--- src/rtl/mmu_inst_pkg.sv ---
// rtl/mmu_inst_pkg.sv - shared entry-state encodings, NOP constant and queue entry type
package mmu_inst_pkg;

  // Queue entry lifecycle: INVALID -> PEND -> FLIGHT -> DONE -> INVALID
  localparam logic [1:0] ST_INVALID = 2'd0;
  localparam logic [1:0] ST_PEND    = 2'd1;
  localparam logic [1:0] ST_FLIGHT  = 2'd2;
  localparam logic [1:0] ST_DONE    = 2'd3;

  // Instruction word presented to the core when nothing is retiring
  localparam logic [31:0] INST_NOP = 32'h0000_0013;

  typedef struct packed {
    logic [1:0]  state;
    logic [31:0] addr;
    logic [31:0] data;
  } entry_t;

endpackage

--- src/rtl/mmu_inst_if.sv ---
// rtl/mmu_inst_if.sv - fetch-side and bus-side signal bundles for mmu_inst
interface mmu_inst_fetch_if;
  logic        INST_RDEN;
  logic [31:0] INST_RIADDR;
  logic [31:0] INST_ROADDR;
  logic        INST_RVALID;
  logic [31:0] INST_RDATA;
  logic        INST_WAIT;

  // core side
  modport master (
    output INST_RDEN, INST_RIADDR,
    input  INST_ROADDR, INST_RVALID, INST_RDATA, INST_WAIT
  );

  // mmu side
  modport slave (
    input  INST_RDEN, INST_RIADDR,
    output INST_ROADDR, INST_RVALID, INST_RDATA, INST_WAIT
  );
endinterface

interface mmu_inst_bus_if;
  logic        BUS_REQ;
  logic [31:0] BUS_ADDR;
  logic        BUS_GNT;
  logic        BUS_RVALID;
  logic [31:0] BUS_RDATA;

  // mmu side (issues reads)
  modport master (
    output BUS_REQ, BUS_ADDR,
    input  BUS_GNT, BUS_RVALID, BUS_RDATA
  );

  // memory side
  modport slave (
    input  BUS_REQ, BUS_ADDR,
    output BUS_GNT, BUS_RVALID, BUS_RDATA
  );
endinterface

--- src/rtl/mmu_inst_queue.sv ---
// rtl/mmu_inst_queue.sv - circular fetch queue with alloc/issue/resp/retire pointers
module mmu_inst_queue
  import mmu_inst_pkg::*;
#(
  parameter int DEPTH = 4,
  parameter int PTR_W = $clog2(DEPTH)
) (
  input  logic        clk_i,
  input  logic        rst_i,
  input  logic        accept_i,
  input  logic [31:0] accept_addr_i,
  input  logic        grant_i,
  input  logic        resp_valid_i,
  input  logic [31:0] resp_data_i,
  input  logic        retire_i,
  output logic        issue_pend_o,
  output logic [31:0] issue_addr_o,
  output logic        retire_ready_o,
  output logic [31:0] retire_addr_o,
  output logic [31:0] retire_data_o,
  output logic        full_o
);

  entry_t           entry_q [DEPTH];
  logic [PTR_W-1:0] alloc_q,  alloc_d;
  logic [PTR_W-1:0] issue_q,  issue_d;
  logic [PTR_W-1:0] resp_q,   resp_d;
  logic [PTR_W-1:0] retire_q, retire_d;
  logic [PTR_W:0]   count_q,  count_d;

  logic accept_fire;
  logic issue_fire;
  logic resp_fire;
  logic retire_fire;

  // Full comes from the registered count only, so a same-cycle retire never
  // opens a slot and the core-facing wait has no path from core inputs.
  assign full_o = (count_q == (PTR_W+1)'(DEPTH));

  assign issue_pend_o   = (entry_q[issue_q].state == ST_PEND);
  assign issue_addr_o   = entry_q[issue_q].addr;
  assign retire_ready_o = (entry_q[retire_q].state == ST_DONE);
  assign retire_addr_o  = entry_q[retire_q].addr;
  assign retire_data_o  = entry_q[retire_q].data;

  // The four pointers address entries in four distinct states, so the
  // events below never touch the same entry in one cycle.
  assign accept_fire = accept_i && !full_o;
  assign issue_fire  = grant_i && issue_pend_o;
  assign resp_fire   = resp_valid_i && (entry_q[resp_q].state == ST_FLIGHT);
  assign retire_fire = retire_i && retire_ready_o;

  // Pointer advance and occupancy bookkeeping
  always_comb begin
    alloc_d  = alloc_q  + (accept_fire ? PTR_W'(1) : PTR_W'(0));
    issue_d  = issue_q  + (issue_fire  ? PTR_W'(1) : PTR_W'(0));
    resp_d   = resp_q   + (resp_fire   ? PTR_W'(1) : PTR_W'(0));
    retire_d = retire_q + (retire_fire ? PTR_W'(1) : PTR_W'(0));
    count_d  = count_q;
    if (accept_fire && !retire_fire) begin
      count_d = count_q + (PTR_W+1)'(1);
    end else if (!accept_fire && retire_fire) begin
      count_d = count_q - (PTR_W+1)'(1);
    end
  end

  // Register pointers and count
  always_ff @(posedge clk_i) begin
    if (rst_i) begin
      alloc_q  <= '0;
      issue_q  <= '0;
      resp_q   <= '0;
      retire_q <= '0;
      count_q  <= '0;
    end else begin
      alloc_q  <= alloc_d;
      issue_q  <= issue_d;
      resp_q   <= resp_d;
      retire_q <= retire_d;
      count_q  <= count_d;
    end
  end

  // Entry state transitions and payload capture
  always_ff @(posedge clk_i) begin
    if (rst_i) begin
      for (int i = 0; i < DEPTH; i++) begin
        entry_q[i] <= '0;
      end
    end else begin
      if (accept_fire) begin
        entry_q[alloc_q].state <= ST_PEND;
        entry_q[alloc_q].addr  <= accept_addr_i;
        entry_q[alloc_q].data  <= '0;
      end
      if (issue_fire) begin
        entry_q[issue_q].state <= ST_FLIGHT;
      end
      if (resp_fire) begin
        entry_q[resp_q].state <= ST_DONE;
        entry_q[resp_q].data  <= resp_data_i;
      end
      if (retire_fire) begin
        entry_q[retire_q].state <= ST_INVALID;
      end
    end
  end

endmodule

--- src/rtl/mmu_inst.sv ---
// rtl/mmu_inst.sv - instruction fetch access unit: queue, bus glue and retire register
module mmu_inst
  import mmu_inst_pkg::*;
#(
  parameter int DEPTH = 4
) (
  input  logic                  CLK,
  input  logic                  RST,
  input  logic                  STALL,
  mmu_inst_fetch_if.slave       fetch,
  mmu_inst_bus_if.master        bus
);

  localparam int PTR_W = $clog2(DEPTH);

  logic        issue_pend;
  logic [31:0] issue_addr;
  logic        retire_ready;
  logic [31:0] retire_addr;
  logic [31:0] retire_data;
  logic        full;

  logic        rvalid_q, rvalid_d;
  logic [31:0] roaddr_q, roaddr_d;
  logic [31:0] rdata_q,  rdata_d;

  mmu_inst_queue #(
    .DEPTH (DEPTH),
    .PTR_W (PTR_W)
  ) u_queue (
    .clk_i          (CLK),
    .rst_i          (RST),
    .accept_i       (fetch.INST_RDEN && !STALL),
    .accept_addr_i  (fetch.INST_RIADDR),
    .grant_i        (bus.BUS_GNT),
    .resp_valid_i   (bus.BUS_RVALID),
    .resp_data_i    (bus.BUS_RDATA),
    .retire_i       (!STALL),
    .issue_pend_o   (issue_pend),
    .issue_addr_o   (issue_addr),
    .retire_ready_o (retire_ready),
    .retire_addr_o  (retire_addr),
    .retire_data_o  (retire_data),
    .full_o         (full)
  );

  // Bus request runs regardless of the pipeline stall; it holds until granted
  // because issue_ptr only moves on a grant.
  assign bus.BUS_REQ  = issue_pend;
  assign bus.BUS_ADDR = issue_addr;

  assign fetch.INST_WAIT   = full;
  assign fetch.INST_RVALID = rvalid_q;
  assign fetch.INST_ROADDR = roaddr_q;
  assign fetch.INST_RDATA  = rdata_q;

  // Retire stage: present the oldest DONE entry, else a NOP; freeze on stall
  always_comb begin
    rvalid_d = rvalid_q;
    roaddr_d = roaddr_q;
    rdata_d  = rdata_q;
    if (!STALL) begin
      if (retire_ready) begin
        rvalid_d = 1'b1;
        roaddr_d = retire_addr;
        rdata_d  = retire_data;
      end else begin
        rvalid_d = 1'b0;
        roaddr_d = 32'h0;
        rdata_d  = INST_NOP;
      end
    end
  end

  // Retire output register
  always_ff @(posedge CLK) begin
    if (RST) begin
      rvalid_q <= 1'b0;
      roaddr_q <= 32'h0;
      rdata_q  <= INST_NOP;
    end else begin
      rvalid_q <= rvalid_d;
      roaddr_q <= roaddr_d;
      rdata_q  <= rdata_d;
    end
  end

endmodule

--- src/flat_wrapper.sv ---
// flat-port wrapper written by rule: the top's interface ports become plain ports
module mmu_inst_flat import mmu_inst_pkg::*;
#(
  parameter int DEPTH = 4
)
  (CLK, RST, STALL, fetch_INST_RDEN, fetch_INST_RIADDR, fetch_INST_ROADDR, fetch_INST_RVALID, fetch_INST_RDATA, fetch_INST_WAIT, bus_BUS_REQ, bus_BUS_ADDR, bus_BUS_GNT, bus_BUS_RVALID, bus_BUS_RDATA);
  mmu_inst_fetch_if fetch_i ();
  mmu_inst_bus_if bus_i ();
  input  logic CLK;
  input  logic RST;
  input  logic STALL;
  input wire logic [$bits(fetch_i.INST_RDEN)-1:0] fetch_INST_RDEN;
  input wire logic [$bits(fetch_i.INST_RIADDR)-1:0] fetch_INST_RIADDR;
  output wire logic [$bits(fetch_i.INST_ROADDR)-1:0] fetch_INST_ROADDR;
  output wire logic [$bits(fetch_i.INST_RVALID)-1:0] fetch_INST_RVALID;
  output wire logic [$bits(fetch_i.INST_RDATA)-1:0] fetch_INST_RDATA;
  output wire logic [$bits(fetch_i.INST_WAIT)-1:0] fetch_INST_WAIT;
  output wire logic [$bits(bus_i.BUS_REQ)-1:0] bus_BUS_REQ;
  output wire logic [$bits(bus_i.BUS_ADDR)-1:0] bus_BUS_ADDR;
  input wire logic [$bits(bus_i.BUS_GNT)-1:0] bus_BUS_GNT;
  input wire logic [$bits(bus_i.BUS_RVALID)-1:0] bus_BUS_RVALID;
  input wire logic [$bits(bus_i.BUS_RDATA)-1:0] bus_BUS_RDATA;
  assign fetch_i.INST_RDEN = fetch_INST_RDEN;
  assign fetch_i.INST_RIADDR = fetch_INST_RIADDR;
  assign fetch_INST_ROADDR = fetch_i.INST_ROADDR;
  assign fetch_INST_RVALID = fetch_i.INST_RVALID;
  assign fetch_INST_RDATA = fetch_i.INST_RDATA;
  assign fetch_INST_WAIT = fetch_i.INST_WAIT;
  assign bus_BUS_REQ = bus_i.BUS_REQ;
  assign bus_BUS_ADDR = bus_i.BUS_ADDR;
  assign bus_i.BUS_GNT = bus_BUS_GNT;
  assign bus_i.BUS_RVALID = bus_BUS_RVALID;
  assign bus_i.BUS_RDATA = bus_BUS_RDATA;
  mmu_inst #(.DEPTH(DEPTH)) u_core (.CLK(CLK), .RST(RST), .STALL(STALL), .fetch(fetch_i), .bus(bus_i));
endmodule
--- config.mk ---
export PLATFORM = sky130hd
export DESIGN_NAME = mmu_inst_flat
export DESIGN_NICKNAME = d
export VERILOG_FILES = /design/src/rtl/mmu_inst_pkg.sv /design/src/rtl/mmu_inst_if.sv /design/src/rtl/mmu_inst_queue.sv /design/src/rtl/mmu_inst.sv /design/src/flat_wrapper.sv
export SDC_FILE = /design/constraint.sdc
export NUM_CORES = 1
export LEC_CHECK = 0
export BUFFER_PORTS_ARGS = -buffer_cell sky130_fd_sc_hd__buf_4
export CORE_UTILIZATION = 34
export CTS_BUF_LIST = sky130_fd_sc_hd__clkbuf_2 sky130_fd_sc_hd__clkbuf_4 sky130_fd_sc_hd__clkbuf_8
export CTS_CLUSTER_DIAMETER = 150
export CTS_CLUSTER_SIZE = 12
export DETAILED_ROUTE_END_ITERATION = 7
export GPL_TIMING_DRIVEN = 0
export PLACE_DENSITY = 0.59
export SYNTH_ARGS = -nofsm -noshare
export SYNTH_HDL_FRONTEND = slang
export SYNTH_SLANG_ARGS = --single-unit
--- constraint.sdc ---
create_clock -name CLK -period 2.6 [get_ports CLK]
set_input_delay 0.39 -clock CLK [delete_from_list [all_inputs] [get_ports CLK]]
set_output_delay 0.39 -clock CLK [all_outputs]
set_load 0.03 [all_outputs]
## After elaboration in Yosys (flattened, before gate mapping)

Memory sizes are Yosys's and may differ from the RTL's. A register that Yosys moved wholly into a read port is not among the register bits.
Index checks and enable logic that the tools add are counted.

- Register bits: 76
- Bits in writable memories: 264
- Logic and storage cells: 73
- Memories: 1

Memories:

| name | words | bits a word | read ports | clocked after Yosys merged registers in | wr ports | RTL line | RTL |
|---|---|---|---|---|---|---|---|
| u_core.u_queue.entry_q | 4 | 66 | 3 | 3 | 4 | mmu_inst_queue.sv:24 | `entry_t entry_q [DEPTH];` |

- Add/sub/neg operators: 6
- Equality and inequality tests: 4
- Mux-type cells: 38
- Reduce and logical (&&, ||, !) cells: 16

Operators with widths:

| kind | number |
|---|---|
| $mux 66 | 4 |
| $reduce_or 66->1 | 4 |
| $mux 32 | 2 |
| $mux 1 | 20 |
| $mux 2 | 10 |
| $add 2x1->2 | 4 |
| $logic_and 1x1->1 | 7 |
| $mux 3 | 2 |
| $eq 2x2->1 const B | 2 |
| $logic_not 1->1 | 4 |
| $add 3x1->3 const B | 1 |
| $eq 3x3->1 const B | 1 |
| $sub 3x1->3 const B | 1 |
| $eq 2x1->1 const B | 1 |
| $reduce_bool 2->1 | 1 |

## Longest topological paths before layout

Gate-level depths: netlist (run 1).

- Depth in word-level cells: 8
- Gate-level depth with buffers: 10
- Depth with buffers taken out: 9

## Modules after synthesis

Synthesis (run 1) repeated with hierarchy kept, for this count alone.

- Cell total of the unflattened synthesis: 1083
- Area, all modules: 15444.8 µm²

By module, submodules not included:

| module | instances | cells each | area each (µm²) | sequential area each (µm²) |
|---|---|---|---|---|
| mmu_inst_queue | 1 | 792 | 12883.6 | 8067.7 |
| mmu_inst | 1 | 291 | 2561.2 | 1301.2 |

## Worst setup path after synthesis (run 1)

OpenSTA, ideal clock, no wires.

- Path kind: reg2reg
- Start: register u_core.u_queue.count_q[0]
- End: memory u_core.u_queue.entry_q[2][0] (netlist name) (enable)
- Arrival: 2.030 ns
- Path slack: 0.156 ns
- Cell stages (with the launch flop): 7
- Clock period less this slack: 2.444 ns
- Cell sequence: dfxtp_1 or3b_1 buf_6 and3_1 buf_6 and3_4 or3_1

RTL lines:

| element | RTL line | RTL |
|---|---|---|
| from (decl) | mmu_inst_queue.sv:29 | `logic [PTR_W:0] count_q, count_d;` |
| from (signal assigned) | mmu_inst_queue.sv:80 | `count_q <= count_d;` |
| to (decl) | mmu_inst_queue.sv:24 |  |

==> results of run 1 <==
-- cells in the mapped netlist, types with 5 or more instances --
library cell	count	area, µm²
clkbuf_1	53	199
nor2b_1	12	75.1
buf_2	20	100
dfxtp_1	84	1680
a22o_1	61	534
or2_2	5	31.3
and2_1	196	1230
nor2_1	15	56.3
buf_6	5	56.3
ha_1	5	62.6
and3_1	66	413
mux4_2	97	2180
inv_1	8	30.0
a21oi_1	6	30.0
edfxtp_1	256	7690
-- what timing repair did --
item	4_1_cts	5_1_grt
gates cloned	0	0
endpoints found under the setup margin	98	130
resized for setup	15	9
-- critical path, delay by kind of cell (launching register included) --
kind / cells / cell delay (ns)
buffers and inverters: 3 / 0.58
DFF: 1 / 0.36
muxes: 1 / 0.57
-- worst paths after layout --
check | from | end | slack [ns]
worst min register to register | u_core.fetch.INST_RVALID | u_core.fetch.INST_RVALID | 0.47
worst max-delay path | u_core.u_queue.issue_q[0] | bus_BUS_ADDR[31] | 0.14
worst min-delay path | bus_BUS_RDATA[5] | u_core.u_queue.entry_q[3][5] | 0.1
worst max register to register | u_core.u_queue.retire_q[1] | u_core.u_queue.count_q[2] | 0.16
-- layer usage --
layer | GRT usage | vias up | wire (µm)
met5 | 0 | - | 13
met3 | 0.0390 | 56 | 2640
met4 | 0.0402 | 2 | 647
met1 | 0.232 | 4502 | 16600
li1 | - | 4057 | -
met2 | 0.297 | 278 | 18900
-- state kept, by name (all words and copies together) (netlist names) --
name	count
u_core.u_queue.entry_q	264
u_core.u_queue.issue_q	2
u_core.u_queue.retire_q	2
u_core.u_queue.resp_q	2
u_core.fetch.INST_RVALID	1
u_core.fetch.INST_ROADDR	32
u_core.fetch.INST_RDATA	32
u_core.u_queue.alloc_q	2
u_core.u_queue.count_q	3
-- power groups by stage --
stage / registers, mW / logic, mW / clock network [mW]
after floorplan: 6.23 / 0.768 / 0
after global placement: 6.25 / 1.27 / 0
after detailed placement: 6.26 / 1.30 / 0
after CTS: 6.14 / 1.32 / 3.59
after global routing: 6.16 / 1.39 / 3.79
final: 6.13 / 1.31 / 3.49
-- cell families after synthesis --
logic type	count (synthesis)	synth area share
adder cells (fa/ha/maj)	6	0.00556
flip-flops	340	0.631
AND/OR/NAND/NOR	325	0.136
buffers and inverters	87	0.0262
AO/OA/AOI/OAI	87	0.0495
XOR/XNOR	6	0.00354
multiplexers	98	0.148
-- cell type report --
| class | instances | share of cell area |
|---|---|---|
| Sequential cell | 340 | 0.531 |
| Multi-Input combinational cell | 522 | 0.290 |
| Timing Repair Buffer | 171 | 0.0755 |
| Tap cell | 585 | 0.0414 |
| Clock buffer | 58 | 0.0367 |
| Buffer | 77 | 0.0224 |
| Clock inverter | 4 | 0.00184 |
| Inverter | 8 | 0.00170 |
-- metrics by stage --
step	hold slack, ns	util	TNS (ns)	std cells
2_1_floorplan	0.453	-	0	949
3_3_place_gp	0.439	0.391	-146.11	1701
3_5_place_dp	0.446	0.393	-19.74	1705
4_1_cts	0.0518	0.409	-0.367	1766
5_1_grt	0.0693	0.410	0	1765
6_report	0.0980	0.410	0	1765
==> run_results.csv, run 1 <==
group,metric,value,unit
status,outcome,"completed",
pwr,leakage,6.81,nW
die,num_rows,76,
worst_setup_path,worst_path_max_delay_cell,"mux4_2",
pwr,p_seq_frac,0.561,
grt,grt-ovfl-total,0,
logic_synthesis,synth-seq-cells,340,
worst_hold_path,hold_class,"primary input to flop",
grt,grt_max_degree,33,
timing,fmax,407,MHz
pwr,power_frac_comb,0.120,
worst_setup_path,required,2.21,ns
logic_synthesis,synth_cell_types,47,
clock_network,holdBufCountCts,0,
timing,finalHoldViolCount,0,
die,ios,169,
timing,worst_pin_slew,0.937,ns
die,die_h,211,µm
worst_setup_path,end_kind,"primary output",
logic_synthesis,ys_seq_area_frac,0.631,
pwr,p_clk_frac,0.319,
worst_hold_path,hold_depth,2,
routing,drc,0,
die,start_util,0.345,
timing,setup_viol,0,
worst_setup_path,crit_chain,"buf_6 > buf_8 > mux4_2 > buf_4",
timing,fin_crit_sh,0.945,
finish,layout_commonest_cell,"edfxtp_1",
finish,nets,1230,
clock_network,clockBufferDepth,3,
clock_network,insertion_delay,0.58,ns
timing,min_period,2.46,ns
finish,multi_input_area,5120,µm²
pwr,p_per_area,619,nW/µm²
worst_setup_path,critPathKind,"flop to primary output",
logic_synthesis,syn-cell-area,14900,µm²
logic_synthesis,synth_ff_type,"edfxtp_1",
finish,stdcell_area,17700,µm²
placement,placed_area,16900,µm²
die,fp.dieW,211,µm
routing,totalWireLength,38800,µm
timing,slew_headroom,0.374,
finish,insertedDiodeCount,0,
pwr,power_switching_share,0.250,
pwr,ir_drop,347,µV
placement,gp_congestion,0.812,
grt,grt_util_all_layers,0.176,
worst_setup_path,crit_path_start_kind,"flop",
routing,wl_per_cell,22.0,µm
finish,nFillCells,4010,
routing,route.vias.total,8895,
clock_network,root_buffer,"clkbuf_8",
clock_network,cts_tree,"done",
logic_synthesis,syn_avg_cell_area,15.6,µm²
logic_synthesis,synthCells,949,
timing,grt_setup_unrepaired,"false",
routing,postRouteAntennaNets,0,
clock_network,cts_setup_buffers,0,
pwr,p_int,8.19,mW
worst_setup_path,slowest_delay,0.57,ns
finish,drive_above_1_share,0.316,
clock_network,clock_sinks,340,
die,die_area,44500,µm²
clock_network,clk_pin_slew,0.09,ns
logic_synthesis,synthArstFlopShare,0,
logic_synthesis,ys.warnings.count,0,
timing,setup_slack,0.143,ns
worst_setup_path,reg2reg_depth,9,
worst_setup_path,path_max_fanout,10,
finish,areaGrowthSynthToFinish,18.9,%
finish,regArea,9370,µm²
clock_network,htreeDepth,2,
grt,grt_pass1_wl,58000,µm
worst_setup_path,critPathArrivalTime,2.07,ns
placement,port_buffers,167,
routing,dr.first_iter.drc_count,584,
timing,maxSlewViolCount,0,
timing,finClkSkew,0.0322,ns
grt,grt_antenna_before_repair,1,
pwr,switchingPower,2.74,mW
logic_synthesis,postSynthNetCount,1025,
placement,dp_hpwl,25200,µm
clock_network,numCtsBuffers,34,
routing,viasPerCell,5.04,
die,core_area,43100,µm²
pwr,p_total,10.9,mW
finish,final_cell_mix,"edfxtp_1, and2_1, buf_4",
logic_synthesis,synth_edf_count,256,
routing,dr.pass1.iters,5,
run,drv_cap,0,
grt,grt_pass1_vias,9288,
placement,pre_cts_slack,-0.275,ns
Power figures use the tool's default switching activity.
==> inputs of run 2 (changes only) <==
--- a/config.mk
+++ b/config.mk
@@ -6,6 +6,7 @@
 export NUM_CORES = 1
 export LEC_CHECK = 0
 export BUFFER_PORTS_ARGS = -buffer_cell sky130_fd_sc_hd__buf_4
+export CORE_ASPECT_RATIO = 1.25
 export CORE_UTILIZATION = 34
 export CTS_BUF_LIST = sky130_fd_sc_hd__clkbuf_2 sky130_fd_sc_hd__clkbuf_4 sky130_fd_sc_hd__clkbuf_8
 export CTS_CLUSTER_DIAMETER = 150
==> run_results.csv, run 2 (synthesized netlist as in run 1, its figures left out) <==
group,metric,value,unit
status,outcome,"completed",
timing,slew_headroom,0.412,
worst_setup_path,crit_chain,"or3b_1 > buf_6 > and3_1 > buf_6 > and3_4 > or3_2 > buf_12",
worst_setup_path,crit_path_start_kind,"flop",
grt,grt_pass1_vias,9411,
worst_setup_path,worst-path-buf-inv,3,
die,num_rows,85,
timing,setup-tns-final,0,ns
clock_network,htreeDepth,2,
finish,regArea,9370,µm²
worst_setup_path,cpMostUsedCell,"buf_6",
worst_hold_path,holdCritStartpoint,"bus_BUS_RDATA[6]",
die,die_area,44500,µm²
finish,multi_input_area,5110,µm²
worst_setup_path,path_max_fanout,28,
pwr,leakage,6.81,nW
grt,grt_antenna_before_repair,0,
worst_setup_path,setup.worst_path.start,"u_core.u_queue.count_q[0]",
timing,fin_crit_sh,0.971,
clock_network,numCtsBuffers,34,
finish,insertedDiodeCount,0,
grt,grt_util_all_layers,0.174,
die,die_h,236,µm
finish,stdcell_area,17600,µm²
routing,viasPerCell,5.08,
timing,maxSlewViolCount,0,
grt,grt_pass1_wl,57600,µm
routing,route.vias.total,8851,
placement,dp_hpwl,25600,µm
finish,regMostFlops,"u_core.u_queue.entry_q",
clock_network,clock_sinks,340,
worst_setup_path,slowest_delay,0.56,ns
routing,wl_per_cell,22.2,µm
timing,setup_viol,0,
worst_setup_path,rr_startpoint,"u_core.u_queue.count_q[0]",
timing,holdWs,0.120,ns
worst_setup_path,required,2.89,ns
worst_setup_path,worst_path_max_delay_cell,"or3_2",
pwr,p_per_area,621,nW/µm²
routing,dr.pass1.iters,6,
pwr,p_total,10.9,mW
clock_network,holdBufCountCts,0,
finish,final_cell_mix,"edfxtp_1, and2_1, buf_4",
timing,grt_setup_unrepaired,"false",
routing,dr.first_iter.drc_count,455,
worst_setup_path,critPathArrivalTime,2.81,ns
routing,postRouteAntennaNets,0,
die,fp.dieW,189,µm
clock_network,clockBufferDepth,3,
finish,drive_above_1_share,0.316,
die,ios,169,
die,start_util,0.345,
clock_network,cts_tree,"done",
worst_setup_path,critPathKind,"flop to flop",
grt,grt_max_degree,33,
routing,drc,0,
routing,totalWireLength,38600,µm
pwr,ir_drop,432,µV
run,drv_cap,0,
worst_setup_path,end_kind,"flop",
clock_network,clk_pin_slew,0.09,ns
timing,fmax,396,MHz
finish,nets,1230,
worst_hold_path,hold_class,"primary input to flop",
placement,gp_congestion,0.825,
grt,grt-ovfl-total,0,
clock_network,root_buffer,"clkbuf_8",
clock_network,insertion_delay,0.56,ns
die,core_area,43100,µm²
finish,nFillCells,4034,
placement,placed_area,16900,µm²
placement,port_buffers,167,
timing,min_period,2.52,ns
clock_network,cts_setup_buffers,0,
timing,worst_pin_slew,0.881,ns
worst_setup_path,crit_family,"simple AND/OR/NAND/NOR gates",
finish,largest_reg_flops,264,
finish,areaGrowthSynthToFinish,18.7,%
finish,layout_commonest_cell,"edfxtp_1",
timing,finalHoldViolCount,0,
timing,finClkSkew,0.0239,ns
run 2: changes by cell type in the layout (fill, tap and decap cells not counted):
cell | previous run | this run
clkinvlp_4 | 2 | 0
inv_6 | 2 | 1
and4_1 | 2 | 1
and4_2 | 0 | 1
clkbuf_8 | 34 | 37
or3_4 | 3 | 0
or3_2 | 0 | 3
clkbuf_4 | 25 | 23
run 2: power by group:
part	switching, mW	total [mW]	internal, mW
logic	0.738	1.29	0.553
registers	0.0889	6.13	6.04
clock network	1.88	3.52	1.64
run 2: path summary, 6_finish.rpt:
check                           slack (ns)                             to  cells past startpoint
worst max-delay path                  0.08  u_core.u_queue.entry_q[2][13]                      7
worst min-delay path                  0.12   u_core.u_queue.entry_q[1][6]                      2
worst max register to register        0.08  u_core.u_queue.entry_q[2][13]                      7
worst min register to register        0.48       u_core.fetch.INST_RVALID                      1
run 2: metal layers:
layer / vias up / part of all wire / routed length (µm) / track usage
li1: 4045 / - / - / -
met1: 4507 / 0.39 / 14900 / 0.204
met2: 244 / 0.54 / 20800 / 0.321
met3: 55 / 0.056 / 2150 / 0.0347
met4: 0 / 0.021 / 805 / 0.0467
met5: - / 0 / 0 / 0
run 2: repair_timing:
item                       CTS  global route
resized for setup           15             7
setup endpoints to repair   65            84
cloned                       0             0
run 2: final cells by class:
class                           count  share of cell area
Timing Repair Buffer              171              0.0757
Sequential cell                   340               0.532
Buffer                             77              0.0224
Clock inverter                      1            0.000497
Clock buffer                       59              0.0383
Tap cell                          565              0.0401
Multi-Input combinational cell    522               0.290
Inverter                            8             0.00170
run 2: worst reg2reg max path: cells and delay by family, from the launching register on:
kind	cells	cell delay, ns
buffers and inverters	3	0.52
DFF	1	0.35
and+or+nand+nor	4	1.37
run 2: through the flow:
stage	util	instances	setup slack, ns
2_1_floorplan	-	949	0.156
3_3_place_gp	0.390	1681	-0.909
3_5_place_dp	0.392	1685	-0.283
4_1_cts	0.409	1744	0.00327
5_1_grt	0.409	1743	0.00104
6_report	0.409	1743	0.0752
==> inputs of run 3 (changes only) <==
--- a/config.mk
+++ b/config.mk
@@ -12,7 +12,6 @@
 export CTS_CLUSTER_DIAMETER = 150
 export CTS_CLUSTER_SIZE = 12
 export DETAILED_ROUTE_END_ITERATION = 7
-export GPL_TIMING_DRIVEN = 0
 export PLACE_DENSITY = 0.59
 export SYNTH_ARGS = -nofsm -noshare
 export SYNTH_HDL_FRONTEND = slang
==> run_results.csv, run 3 (synthesized netlist as in run 1, its figures left out) <==
group,metric,value,unit
status,outcome,"completed",
worst_setup_path,critPathKind,"flop to primary output",
timing,setup_viol,0,
routing,dr.first_iter.drc_count,407,
worst_setup_path,worst_path_max_delay_cell,"mux4_2",
clock_network,clockBufferDepth,3,
finish,layout_commonest_cell,"edfxtp_1",
placement,port_buffers,168,
routing,totalWireLength,37300,µm
grt,grt_pass1_vias,9194,
clock_network,cts_tree,"done",
die,start_util,0.345,
clock_network,clk_pin_slew,0.09,ns
timing,maxSlewViolCount,0,
grt,grt_max_degree,97,
timing,fmax,420,MHz
clock_network,htreeDepth,2,
clock_network,insertion_delay,0.57,ns
timing,holdWs,0.117,ns
pwr,power_frac_comb,0.118,
finish,insertedDiodeCount,0,
routing,route.vias.total,8656,
die,core_area,43100,µm²
timing,finClkSkew,0.0295,ns
finish,drive_above_1_share,0.340,
pwr,p_int,8.22,mW
pwr,leakage,6.80,nW
pwr,p_total,10.9,mW
worst_setup_path,crit_chain,"buf_4 > mux4_2 > buf_4",
finish,nets,1189,
finish,multi_input_area,5130,µm²
finish,regMostFlops,"u_core.u_queue.entry_q",
clock_network,root_buffer,"clkbuf_8",
clock_network,cts_resized,0,
finish,stdcell_area,17600,µm²
timing,setup_slack,0.219,ns
timing,slew_headroom,0.300,
placement,dp_hpwl,21600,µm
worst_setup_path,end_kind,"primary output",
worst_setup_path,critPathArrivalTime,1.99,ns
clock_network,clock_sinks,340,
worst_setup_path,path_max_fanout,9,
pwr,p_per_area,622,nW/µm²
worst_setup_path,cpMostUsedCell,"buf_4",
timing,worst_pin_slew,1.05,ns
finish,nFillCells,4013,
pwr,p_clk_frac,0.320,
timing,setup-tns-final,0,ns
die,num_rows,85,
placement,gp_congestion,0.796,
finish,areaGrowthSynthToFinish,18.4,%
routing,viasPerCell,5.08,
grt,grt_pass1_wl,56300,µm
clock_network,numCtsBuffers,34,
worst_setup_path,slowest_delay,0.53,ns
grt,grt-ovfl-total,0,
die,die_area,44500,µm²
pwr,p_seq_frac,0.562,
timing,fin_crit_sh,0.916,
timing,grt_setup_unrepaired,"false",
die,fp.dieW,189,µm
worst_setup_path,crit_path_start_kind,"flop",
finish,regArea,9380,µm²
finish,largest_reg_flops,264,
routing,postRouteAntennaNets,0,
routing,dr.pass1.iters,6,
grt,grt_util_all_layers,0.170,
worst_setup_path,ff2ff_setup_slack,0.25,ns
pwr,switchingPower,2.71,mW
die,die_h,236,µm
worst_hold_path,hold_class,"primary input to flop",
routing,drc,0,
pwr,ir_drop,506,µV
grt,grt_antenna_before_repair,0,
placement,pre_cts_slack,0.255,ns
pwr,power_switching_share,0.248,
run,drv_cap,0,
routing,wl_per_cell,21.9,µm
die,ios,169,
timing,finalHoldViolCount,0,
worst_setup_path,required,2.21,ns
finish,final_cell_mix,"edfxtp_1, buf_4, and2_1",
timing,min_period,2.38,ns
placement,placed_area,16900,µm²
-- run 3: changes by cell type in the layout (fill, tap and decap cells not counted), sizes merged --
| cell | delta |
|---|---|
| buf | +9 |
| inv | +2 |
| clkbuf | -50 |
-- run 3: per-layer routing --
metal / vias to the layer above / routed length (µm) / global-route usage
li1: 3964 / - / -
met1: 4396 / 14900 / 0.203
met4: 0 / 888 / 0.0525
met5: - / 0 / 0
met3: 53 / 1900 / 0.0341
met2: 243 / 19600 / 0.304
-- run 3: final timing paths --
kind / startpoint / depth (start not counted) / to
hold / removal: bus_BUS_RDATA[16] / 2 / u_core.u_queue.entry_q[2][16]
setup / recovery: u_core.u_queue.issue_q[0] / 3 / bus_BUS_ADDR[8]
hold reg to reg: u_core.fetch.INST_RVALID / 1 / u_core.fetch.INST_RVALID
setup reg to reg: u_core.u_queue.retire_q[1] / 9 / u_core.u_queue.count_q[2]
-- run 3: power by group through the flow --
stage                     combinational, mW  sequential [mW]  clock [mW]
after floorplan                       0.768             6.23           0
after global placement                 1.27             6.27           0
after detailed placement               1.27             6.29           0
after CTS                              1.31             6.15        3.64
after global routing                   1.37             6.17        3.84
final                                  1.29             6.14        3.50
-- run 3: area by class of cell --
type | count | share of cell area
repair buffers | 207 | 0.0934
well taps | 565 | 0.0402
inverters | 8 | 0.00171
flip-flops and latches | 340 | 0.534
multi-input cells | 522 | 0.292
clock buffers | 59 | 0.0376
clock inverters | 3 | 0.00149
-- run 3: per-stage QoR --
step	instances	utilization
floorplan	949	-
global placement	1638	0.392
detailed placement	1638	0.392
CTS	1704	0.408
global route	1704	0.408
finish	1704	0.408
-- run 3: worst max-delay path, delay by kind of cell, from the launching register on --
kind	cells	cell delay, ns
muxes	1	0.53
DFF	1	0.46
buffers and inverters	2	0.44
-- run 3: repair_timing --
action                     in CTS  in global routing
setup buffers                   4                  0
setup endpoints to repair      18                  0
hold buffers                    0                  0
